`config.mk`:
```
export PLATFORM = sky130hd
export DESIGN_NAME = bus_activity_monitor
export DESIGN_NICKNAME = d
export VERILOG_FILES = /design/src/rtl/bus_activity_monitor_pkg.sv /design/src/rtl/bus_watchdog.sv /design/src/rtl/bus_activity_monitor.sv
export SDC_FILE = /design/constraint.sdc
export NUM_CORES = 1
export LEC_CHECK = 0
export CAP_MARGIN = 10
export CORE_UTILIZATION = 50
export DETAILED_ROUTE_END_ITERATION = 7
export PLACE_DENSITY = 0.79
export SKIP_LAST_GASP = 1
export SLEW_MARGIN = 40
export SYNTH_ARGS = -nofsm -noshare
export SYNTH_HDL_FRONTEND = slang
export SYNTH_HIERARCHICAL = 1
export SYNTH_SLANG_ARGS = --single-unit
```
`constraint.sdc`:
```
create_clock -name clock -period 2.05 [get_ports clock]
set_clock_uncertainty 0.15 [all_clocks]
set_input_delay 0.41 -clock clock [delete_from_list [all_inputs] [get_ports clock]]
set_output_delay 0.41 -clock clock [all_outputs]
set_load 0.02 [all_outputs]
```
`src/rtl/bus_activity_monitor_pkg.sv`:
```
// Shared definitions for the bus activity monitor: FSM state encoding,
// watchdog/beat counter widths and a saturating beat increment helper.
package bus_activity_monitor_pkg;

    localparam int unsigned WD_WIDTH   = 16;
    localparam int unsigned BEAT_WIDTH = 9;
    localparam logic [BEAT_WIDTH-1:0] BEAT_MAX = 9'd511;

    typedef enum logic [1:0] {
        ST_IDLE     = 2'd0,
        ST_ACTIVE   = 2'd1,
        ST_ERR_WAIT = 2'd2
    } bus_state_e;

    function automatic logic [BEAT_WIDTH-1:0] sat_inc(
        input logic [BEAT_WIDTH-1:0] v
    );
        return (v == BEAT_MAX) ? v : v + BEAT_WIDTH'(1);
    endfunction

endpackage

```
`src/rtl/bus_watchdog.sv`:
```
// Inactivity watchdog: counts enabled cycles, clears on clear_i.
// Ports: clk_i, rst_i (sync, high), clear_i, enable_i, expired_o.
module bus_watchdog
    import bus_activity_monitor_pkg::*;
#(
    parameter int unsigned THRESHOLD = 1023
) (
    input  logic clk_i,
    input  logic rst_i,
    input  logic clear_i,
    input  logic enable_i,
    output logic expired_o
);

    localparam logic [WD_WIDTH-1:0] THR = WD_WIDTH'(THRESHOLD);

    logic [WD_WIDTH-1:0] cnt_q;
    logic [WD_WIDTH-1:0] cnt_d;

    always_comb begin
        cnt_d = cnt_q;
        if (clear_i) begin
            cnt_d = '0;
        end else if (enable_i) begin
            cnt_d = cnt_q + WD_WIDTH'(1);
        end
    end

    always_ff @(posedge clk_i) begin
        if (rst_i) begin
            cnt_q <= '0;
        end else begin
            cnt_q <= cnt_d;
        end
    end

    assign expired_o = enable_i && (cnt_q == THR);

endmodule

```
`src/rtl/bus_activity_monitor.sv`:
```
// Bus transaction monitor: tracks open transactions, counts beats,
// flags beat-count mismatch, bus errors, inactivity timeouts and
// protocol violations (sticky, cleared by clearErrors).
// Inputs: clock, reset, begin/end/dataValid/busError strobes,
//   burstSizeIn (beats-1), clearErrors.
// Outputs: busIdle, transactionDone, beatCount, four sticky flags.
module bus_activity_monitor
    import bus_activity_monitor_pkg::*;
#(
    parameter int unsigned TIMEOUT_CYCLES = 1024
) (
    input  logic       clock,
    input  logic       reset,
    input  logic       beginTransactionIn,
    input  logic       endTransactionIn,
    input  logic       dataValidIn,
    input  logic       busErrorIn,
    input  logic [7:0] burstSizeIn,
    input  logic       clearErrors,
    output logic       busIdle,
    output logic       transactionDone,
    output logic [8:0] beatCount,
    output logic       beatMismatch,
    output logic       busErrorSeen,
    output logic       timeoutError,
    output logic       protocolError
);

    bus_state_e state_q, state_d;
    logic [7:0] burst_q, burst_d;
    logic [8:0] beat_q, beat_d;
    logic       idle_q, done_q, done_d;
    logic       mm_q, be_q, to_q, pe_q;
    logic       set_mm, set_be, set_to, set_pe;
    logic       wd_expired;
    logic       timeout;

    // Counts quiet cycles while a transaction is open; a beat restarts it.
    bus_watchdog #(
        .THRESHOLD(TIMEOUT_CYCLES - 1)
    ) u_wd (
        .clk_i    (clock),
        .rst_i    (reset),
        .clear_i  ((state_q == ST_IDLE) || dataValidIn),
        .enable_i (state_q != ST_IDLE),
        .expired_o(wd_expired)
    );

    // A beat or an end in the threshold cycle both rescue the transaction.
    assign timeout = wd_expired && !dataValidIn && !endTransactionIn;

    always_comb begin
        state_d = state_q;
        burst_d = burst_q;
        beat_d  = beat_q;
        done_d  = 1'b0;
        set_mm  = 1'b0;
        set_be  = 1'b0;
        set_to  = 1'b0;
        set_pe  = 1'b0;
        unique case (state_q)
            ST_IDLE: begin
                if (beginTransactionIn && !endTransactionIn) begin
                    state_d = ST_ACTIVE;
                    burst_d = burstSizeIn;
                    beat_d  = '0;
                end else if (beginTransactionIn) begin
                    // zero-length transaction
                    done_d = 1'b1;
                    set_mm = 1'b1;
                    beat_d = '0;
                end else if (dataValidIn || endTransactionIn) begin
                    set_pe = 1'b1;
                end
            end
            ST_ACTIVE: begin
                if (beginTransactionIn && !endTransactionIn) begin
                    set_pe  = 1'b1;
                    burst_d = burstSizeIn;
                    beat_d  = {8'd0, dataValidIn};
                end else if (dataValidIn) begin
                    beat_d = sat_inc(beat_q);
                end
                if (endTransactionIn) begin
                    state_d = ST_IDLE;
                    done_d  = 1'b1;
                    set_be  = busErrorIn;
                    set_mm  = (beat_d != ({1'b0, burst_q} + 9'd1));
                end else if (timeout) begin
                    state_d = ST_IDLE;
                    set_to  = 1'b1;
                    set_be  = busErrorIn;
                end else if (busErrorIn) begin
                    state_d = ST_ERR_WAIT;
                    set_be  = 1'b1;
                end
            end
            ST_ERR_WAIT: begin
                if (endTransactionIn) begin
                    state_d = ST_IDLE;
                    done_d  = 1'b1;
                end else if (timeout) begin
                    state_d = ST_IDLE;
                    set_to  = 1'b1;
                end
            end
            default: begin
                state_d = ST_IDLE;
            end
        endcase
    end

    always_ff @(posedge clock) begin
        if (reset) begin
            state_q <= ST_IDLE;
            burst_q <= '0;
            beat_q  <= '0;
            idle_q  <= 1'b1;
            done_q  <= 1'b0;
            mm_q    <= 1'b0;
            be_q    <= 1'b0;
            to_q    <= 1'b0;
            pe_q    <= 1'b0;
        end else begin
            state_q <= state_d;
            burst_q <= burst_d;
            beat_q  <= beat_d;
            idle_q  <= (state_d == ST_IDLE);
            done_q  <= done_d;
            // a setting event in the same cycle beats clearErrors
            mm_q    <= (mm_q && !clearErrors) || set_mm;
            be_q    <= (be_q && !clearErrors) || set_be;
            to_q    <= (to_q && !clearErrors) || set_to;
            pe_q    <= (pe_q && !clearErrors) || set_pe;
        end
    end

    assign busIdle         = idle_q;
    assign transactionDone = done_q;
    assign beatCount       = beat_q;
    assign beatMismatch    = mm_q;
    assign busErrorSeen    = be_q;
    assign timeoutError    = to_q;
    assign protocolError   = pe_q;

endmodule
```
==> impl_metrics.csv, run 1 <==
group,metric,value,unit
status,status,"complete, but fails checks",
status,violations,"design-rule violations, negative setup slack",
logic_synthesis,netlist_instances,296,
finish,antenna_cells,0,
detailed_routing,wl_met1,2680,um
logic_synthesis,syn_area,2410,um^2
logic_synthesis,synth_top_family_by_area,"simple AND/OR/NAND/NOR gates",
clocking,clk_pin_slew_worst_paths,0.08,ns
finish,final_cells,424,
worst_setup_path,ff2ff_path_depth,7,
global_route,grt_start_max_net_pins,25,
finish,drive_gt1_share,25.8,%
timing,slew_violations,0,
timing,setup_violations,1,
worst_setup_path,critPathRequiredTime,2.09,ns
place,gp_congestion,0.892,
logic_synthesis,yosys.area_share.simple,28.5,%
logic_synthesis,synth-async-reset-ratio,0,%
finish,fin_area,3280,um^2
worst_setup_path,endpoint_kind,"register",
detailed_routing,final_antenna_net_count,0,
detailed_routing,wl_met2,2970,um
detailed_routing,wl_met3,345,um
logic_synthesis,synth_edf_count,0,
timing,hold_violations,0,
clocking,cts_tree,"built",
clocking,clk_path_buf_depth,2,
detailed_routing,detail_route.first_pass.iterations,7,
logic_synthesis,synth_mux_area_share,2.49,%
logic_synthesis,ys_warn_count,6,
logic_synthesis,synthAdderAreaFrac,3.64,%
power_and_ir_drop,ir_drop,0.289,mV
logic_synthesis,synth_area_leaders,"dfxtp_1 34%, nand2_1 6.2%, xnor2_1 5.8%, a21oi_1 5.0%, nor2_1 5.0%",
detailed_routing,drt-initial-drc-count,199,
logic_synthesis,synth.distinct_cells,51,
timing,worst_pin_slew,0.377,ns
logic_synthesis,synth.largest_area_cell,"dfxtp_1",
clocking,holdBufCountCts,0,
floorplan,io_pins,30,
floorplan,dieHeight,71.4,um
floorplan,die_w,71.4,um
logic_synthesis,ys_ff_latch,41,
logic_synthesis,ys_seq_area_share,34.1,%
clocking,cts_buffers,5,
logic_synthesis,ys.flop_type,"dfxtp_1",
logic_synthesis,synthXorXnorAreaFrac,9.10,%
logic_synthesis,synth_compound_area_share,17.6,%
detailed_routing,wl_per_cell,14.6,um
clocking,htreeDepth,2,
worst_setup_path,cp-start-kind,"register",
finish,nets,393,
floorplan,dieArea,5100,um^2
logic_synthesis,syn-num-nets,318,
worst_setup_path,cp_max_fo,5,
detailed_routing,post-route-drc-count,1,
place,io_buffers,29,
clocking,clock-sinks,41,
clocking,root_buffer,"clkbuf_8",
detailed_routing,vias,2461,
place,dp_hpwl,4460,um
global_route,grt_pass1_vias,2259,
finish,areaGrowthSynthToFinish,36.3,%
worst_setup_path,path_class,"register to register",
hold_path,hold_path_class,"register to register",
place,dp_cells,411,
timing,min_period,2.15,ns
detailed_routing,viasPerCell,5.80,
floorplan,coreArea,4500,um^2
timing,layout_setup_ws,-0.101,ns
power_and_ir_drop,p_leak,1.28,nW
timing,period_share,105,%
finish,final_cell_mix,"53 x buf_4, 40 x nand2_1, 36 x dfxtp_1",
global_route,antenna_found_initial,0,
clocking,insertion_delay,0.30,ns
hold_path,hold-path-cell-count,2,
flow_run,maxCapViolCount,0,
place,dp_slack,-0.423,ns
timing,fmax,0.465,GHz
global_route,overflow,0,
logic_synthesis,synth_top_area_share,34.1,%
global_route,grt_pass1_wl,9870,um
power_and_ir_drop,power.density,530,nW/um^2
worst_setup_path,crit_arrival,2.20,ns
finish,final_common_cell,"buf_4",
logic_synthesis,avgSynthCellArea,8.13,um^2
finish,final_util,72.9,%
floorplan,initial_core_util,53.4,%
floorplan,core.rowCount,24,
place,placed_cell_area,3060,um^2
timing,relSlewSlack,74.7,%
global_route,track_usage,24.4,%
detailed_routing,wirelength,6170,um
timing,rsz0062_at_grt,"true",
detailed_routing,top_layer_used,"met4",
[power breakdown]
part,switching [W],internal [W]
logic,0.000128,0.000126
registers,0.0000136,0.000812
clock network,0.000294,0.000366
total,0.000436,0.00130
[cell usage after synthesis, types with 2 or more instances]
library cell   n
a21oi_1       24
and2_1         3
a32oi_1        3
or2_2          3
ha_1           7
xnor2_1       16
nand3_1       10
nor2b_1        2
and3_1         5
nand2b_1       3
nor3_1         4
a22oi_1        6
nor4_1         3
nand4_1       11
nor2_1        32
buf_2          4
xor2_1         9
dfxtp_1       41
a211oi_1       5
o21ai_1        2
clkbuf_1       6
inv_1          9
nand2_1       40
mux2i_1        6
buf_4          3
and4_1         4
a311oi_1       3
o21ai_0        9
[final cells by class]
class / instances / area [um^2]
multi-input cells: 232 / 1550
fillers: 335 / 1220
flip-flops and latches: 41 / 830
repair buffers: 82 / 694
clock buffers: 6 / 72.6
well taps: 52 / 65.1
clock inverters: 2 / 38.8
inverters: 9 / 33.8
[registers in the layout (all words and copies together) (netlist names)]
register,count
burst_q,8
timeoutError,1
state_q,2
transactionDone,1
u_wd/cnt_q,16
beatMismatch,1
busErrorSeen,1
beatCount,9
protocolError,1
busIdle,1
[critical path, stage by stage, from the launching register on]
cell and delay (ns):
dfxtp_2 0.36, ha_4 0.15, nand4_1 0.24, o21ai_2 0.25, mux2i_1 0.33, xnor2_1 0.16, nand4_1 0.11, o31a_1 0.29
[path summary, 6_finish.rpt]
kind,startpoint,endpoint,slack (ns)
worst max-delay path,beatCount[1],beatMismatch,-0.10
worst min-delay path,burst_q[4],burst_q[4],0.34
worst max register to register,beatCount[1],beatMismatch,-0.10
worst min register to register,burst_q[4],burst_q[4],0.34
[cell families after synthesis]
group                    after synthesis
adder cells (fa/ha/maj)                7
XOR/XNOR                              25
buffers and inverters                 23
AO/OA/AOI/OAI                         64
AND/OR/NAND/NOR                      130
multiplexers                           6
flip-flops                            41
[routing by layer]
metal | GRT usage [%] | up-vias
met5 | 0 | -
met4 | 11.8 | 0
li1 | - | 1208
met1 | 28.9 | 1143
met3 | 6.61 | 19
met2 | 41.0 | 91
[through the flow]
stage	hold slack [ns]	TNS (ns)	total power, W
2_1_floorplan	0.308	0	0.000974
3_3_place_gp	0.322	-4.10	0.00108
3_5_place_dp	0.324	-4.94	0.00109
4_1_cts	0.336	0	0.00174
5_1_grt	0.369	-0.144	0.00181
6_report	0.335	-0.101	0.00174
[repair_timing]
item / 4_1_cts / 5_1_grt
buffers inserted: 3 / 2
pin swaps: 3 / 7
setup endpoints to repair: 1 / 8
resized for setup: 7 / 12
(Power assumes the default switching activity.)
==> inputs of run 2 (changes only) <==
SYNTH_HIERARCHICAL = unset   (was 1)
==> run 2 against run 1 <==
Cell count rose by 10%. Hold slack got worse by 0.0040 ns. The flow finishes with violations (negative setup slack). Largest power group unchanged. Routed wire length rose by 15%. Worst setup slack got worse by 0.12 ns.
==> impl_metrics.csv, run 2 <==
group,metric,value,unit
status,status,"complete, but fails checks",
status,violations,"negative setup slack",
detailed_routing,post-route-drc-count,0,
logic_synthesis,ys.flop_type,"dfxtp_1",
clocking,htreeDepth,2,
power_and_ir_drop,pwr-share-comb,16.8,%
floorplan,initial_core_util,52.2,%
logic_synthesis,synth.distinct_cells,54,
floorplan,dieArea,5220,um^2
global_route,track_usage,28.0,%
clocking,clock-sinks,41,
place,gp_congestion,0.940,
finish,nets,422,
detailed_routing,wl_met1,3140,um
timing,rsz0062_at_grt,"true",
finish,final_common_cell,"buf_4",
timing,fmax,0.441,GHz
worst_setup_path,crit_family,"simple AND/OR/NAND/NOR gates",
detailed_routing,wl_met2,3420,um
finish,largest_register_ffs,16,
power_and_ir_drop,seqPwrFrac,49.2,%
timing,min_period,2.27,ns
finish,final_cell_mix,"65 x buf_4, 37 x nand2_1, 32 x dfxtp_1",
floorplan,coreArea,4720,um^2
detailed_routing,detail_route.first_pass.iterations,4,
detailed_routing,vias,2637,
logic_synthesis,ys_ff_latch,41,
power_and_ir_drop,power.net_switching,0.000480,W
detailed_routing,wirelength,7090,um
detailed_routing,final_antenna_net_count,0,
clocking,holdBufCountCts,0,
worst_setup_path,critPathLaunch,"beatCount[0]",
worst_setup_path,cp_num_buf_inv,0,
power_and_ir_drop,power.density,475,nW/um^2
global_route,antenna_found_initial,0,
clocking,root_buffer,"clkbuf_8",
finish,drive_gt1_share,26.9,%
global_route,overflow,0,
detailed_routing,viasPerCell,5.63,
detailed_routing,top_layer_used,"met4",
logic_synthesis,ys_seq_area_share,33.3,%
worst_setup_path,worstReg2RegStart,"beatCount[0]",
detailed_routing,drt-initial-drc-count,202,
logic_synthesis,synth_area_leaders,"dfxtp_1 33%, nand2_1 5.8%, a21oi_1 5.7%, nor2_1 5.0%, xnor2_1 3.9%",
clocking,clk_path_buf_depth,2,
detailed_routing,wl_per_cell,15.2,um
power_and_ir_drop,p_sw_share,28.7,%
place,io_buffers,29,
global_route,grt_start_max_net_pins,25,
timing,slew_violations,0,
clocking,clk_pin_slew_worst_paths,0.09,ns
timing,finalSetupTns,-0.283,ns
logic_synthesis,ys_warn_count,0,
clocking,cts_buffers,5,
power_and_ir_drop,pwr-share-clk,34.1,%
worst_setup_path,cp-start-kind,"register",
global_route,grt_pass1_wl,11400,um
worst_setup_path,cp_max_fo,5,
logic_synthesis,synth-async-reset-ratio,0,%
place,dp_slack,-0.687,ns
finish,fin_area,3520,um^2
logic_synthesis,synth_edf_count,0,
logic_synthesis,avgSynthCellArea,7.78,um^2
finish,top_register,"u_wd.cnt_q",
timing,period_share,111,%
detailed_routing,wl_met3,341,um
timing,worst_pin_slew,0.469,ns
place,placed_cell_area,3270,um^2
hold_path,hold_path_class,"register to register",
power_and_ir_drop,ir_drop,0.380,mV
power_and_ir_drop,p_leak,1.33,nW
worst_setup_path,max_stage_delay,0.52,ns
finish,areaGrowthSynthToFinish,42.6,%
floorplan,core.rowCount,25,
floorplan,dieHeight,72.2,um
worst_setup_path,crit_arrival,2.34,ns
logic_synthesis,synth.largest_area_cell,"dfxtp_1",
timing,layout_setup_ws,-0.218,ns
logic_synthesis,syn-num-nets,339,
flow_run,maxCapViolCount,0,
clocking,insertion_delay,0.30,ns
floorplan,die_w,72.2,um
power_and_ir_drop,power.internal,0.00119,W
global_route,grt_pass1_vias,2479,
logic_synthesis,synth_top_area_share,33.3,%
worst_setup_path,critPathRequiredTime,2.12,ns
timing,relSlewSlack,68.3,%
logic_synthesis,synth_most_common_cell,"dfxtp_1",
worst_setup_path,critPathSlowestCell,"or4b_4",
finish,antenna_cells,0,
logic_synthesis,netlist_instances,317,
hold_path,hold_start,"u_wd.cnt_q[0]",
timing,hold_violations,0,
clocking,cts_tree,"built",
place,dp_hpwl,5030,um
worst_setup_path,path_class,"register to register",
floorplan,io_pins,30,
worst_setup_path,crit_chain,"ha_4 > and2_4 > or4b_4 > a32oi_2 > mux2i_1 > nand3_1 > a311oi_1",
logic_synthesis,syn_area,2470,um^2
timing,setup_violations,2,
power_and_ir_drop,power,0.00167,W
worst_setup_path,endpoint_kind,"register",
logic_synthesis,yosys-top-cells-count,"41 x dfxtp_1, 38 x nand2_1, 33 x nor2_1",
[run 2: layout make-up]
cell class              count  area, um^2
well taps                  67        83.8
inverters                  13        48.8
multi-input cells         244        1660
clock buffers               5        68.8
clock inverters             3        25.0
fillers                   368        1200
repair buffers             95         788
flip-flops and latches     41         840
[run 2: metrics by stage]
stage / std cells / utilization, % / hold WS, ns
finish: 468 / 74.5 / 0.331
global route: 468 / 74.5 / 0.358
CTS: 464 / 71.7 / 0.335
detailed placement: 456 / 69.2 / 0.319
global placement: 456 / 69.2 / 0.281
floorplan: 317 / - / 0.268
[run 2: path summary, 6_finish.rpt]
| path | end | slack (ns) | depth (start not counted) |
|---|---|---|---|
| setup reg to reg | beatMismatch | -0.22 | 7 |
| hold / removal | u_wd.cnt_q[0] | 0.33 | 1 |
| setup / recovery | beatMismatch | -0.22 | 7 |
| hold reg to reg | u_wd.cnt_q[0] | 0.33 | 1 |
[run 2: layer usage]
metal / up-vias / track usage, %
met5: - / 0
met1: 1235 / 36.2
met3: 21 / 3.61
met4: 0 / 9.80
met2: 78 / 48.1
li1: 1303 / -
[run 2: kinds of logic (layout without fill, tap and decap cells)]
group | count (synthesis) | after routing | share of synthesized area, %
AND/OR/NAND/NOR | 138 | 138 | 28.7
AO/OA/AOI/OAI | 72 | 72 | 19.4
flip-flops | 41 | 41 | 33.3
buffers and inverters | 32 | 116 | 5.27
XOR/XNOR | 21 | 21 | 7.45
adder cells (fa/ha/maj) | 7 | 7 | 3.55
multiplexers | 6 | 6 | 2.43
[run 2: what timing repair did]
action	in CTS	in global routing
gates cloned	0	0
pin swaps	6	6
buffers inserted	0	4
resized for setup	9	20
endpoints found under the setup margin	9	16
[run 2: power groups by stage]
stage                     clock network [W]  logic (W)  registers [W]
after floorplan                           0   0.000128       0.000850
after global placement                    0   0.000260       0.000839
after detailed placement                  0   0.000264       0.000840
after CTS                          0.000579   0.000268       0.000821
after global routing               0.000611   0.000304       0.000823
final                              0.000569   0.000280       0.000822
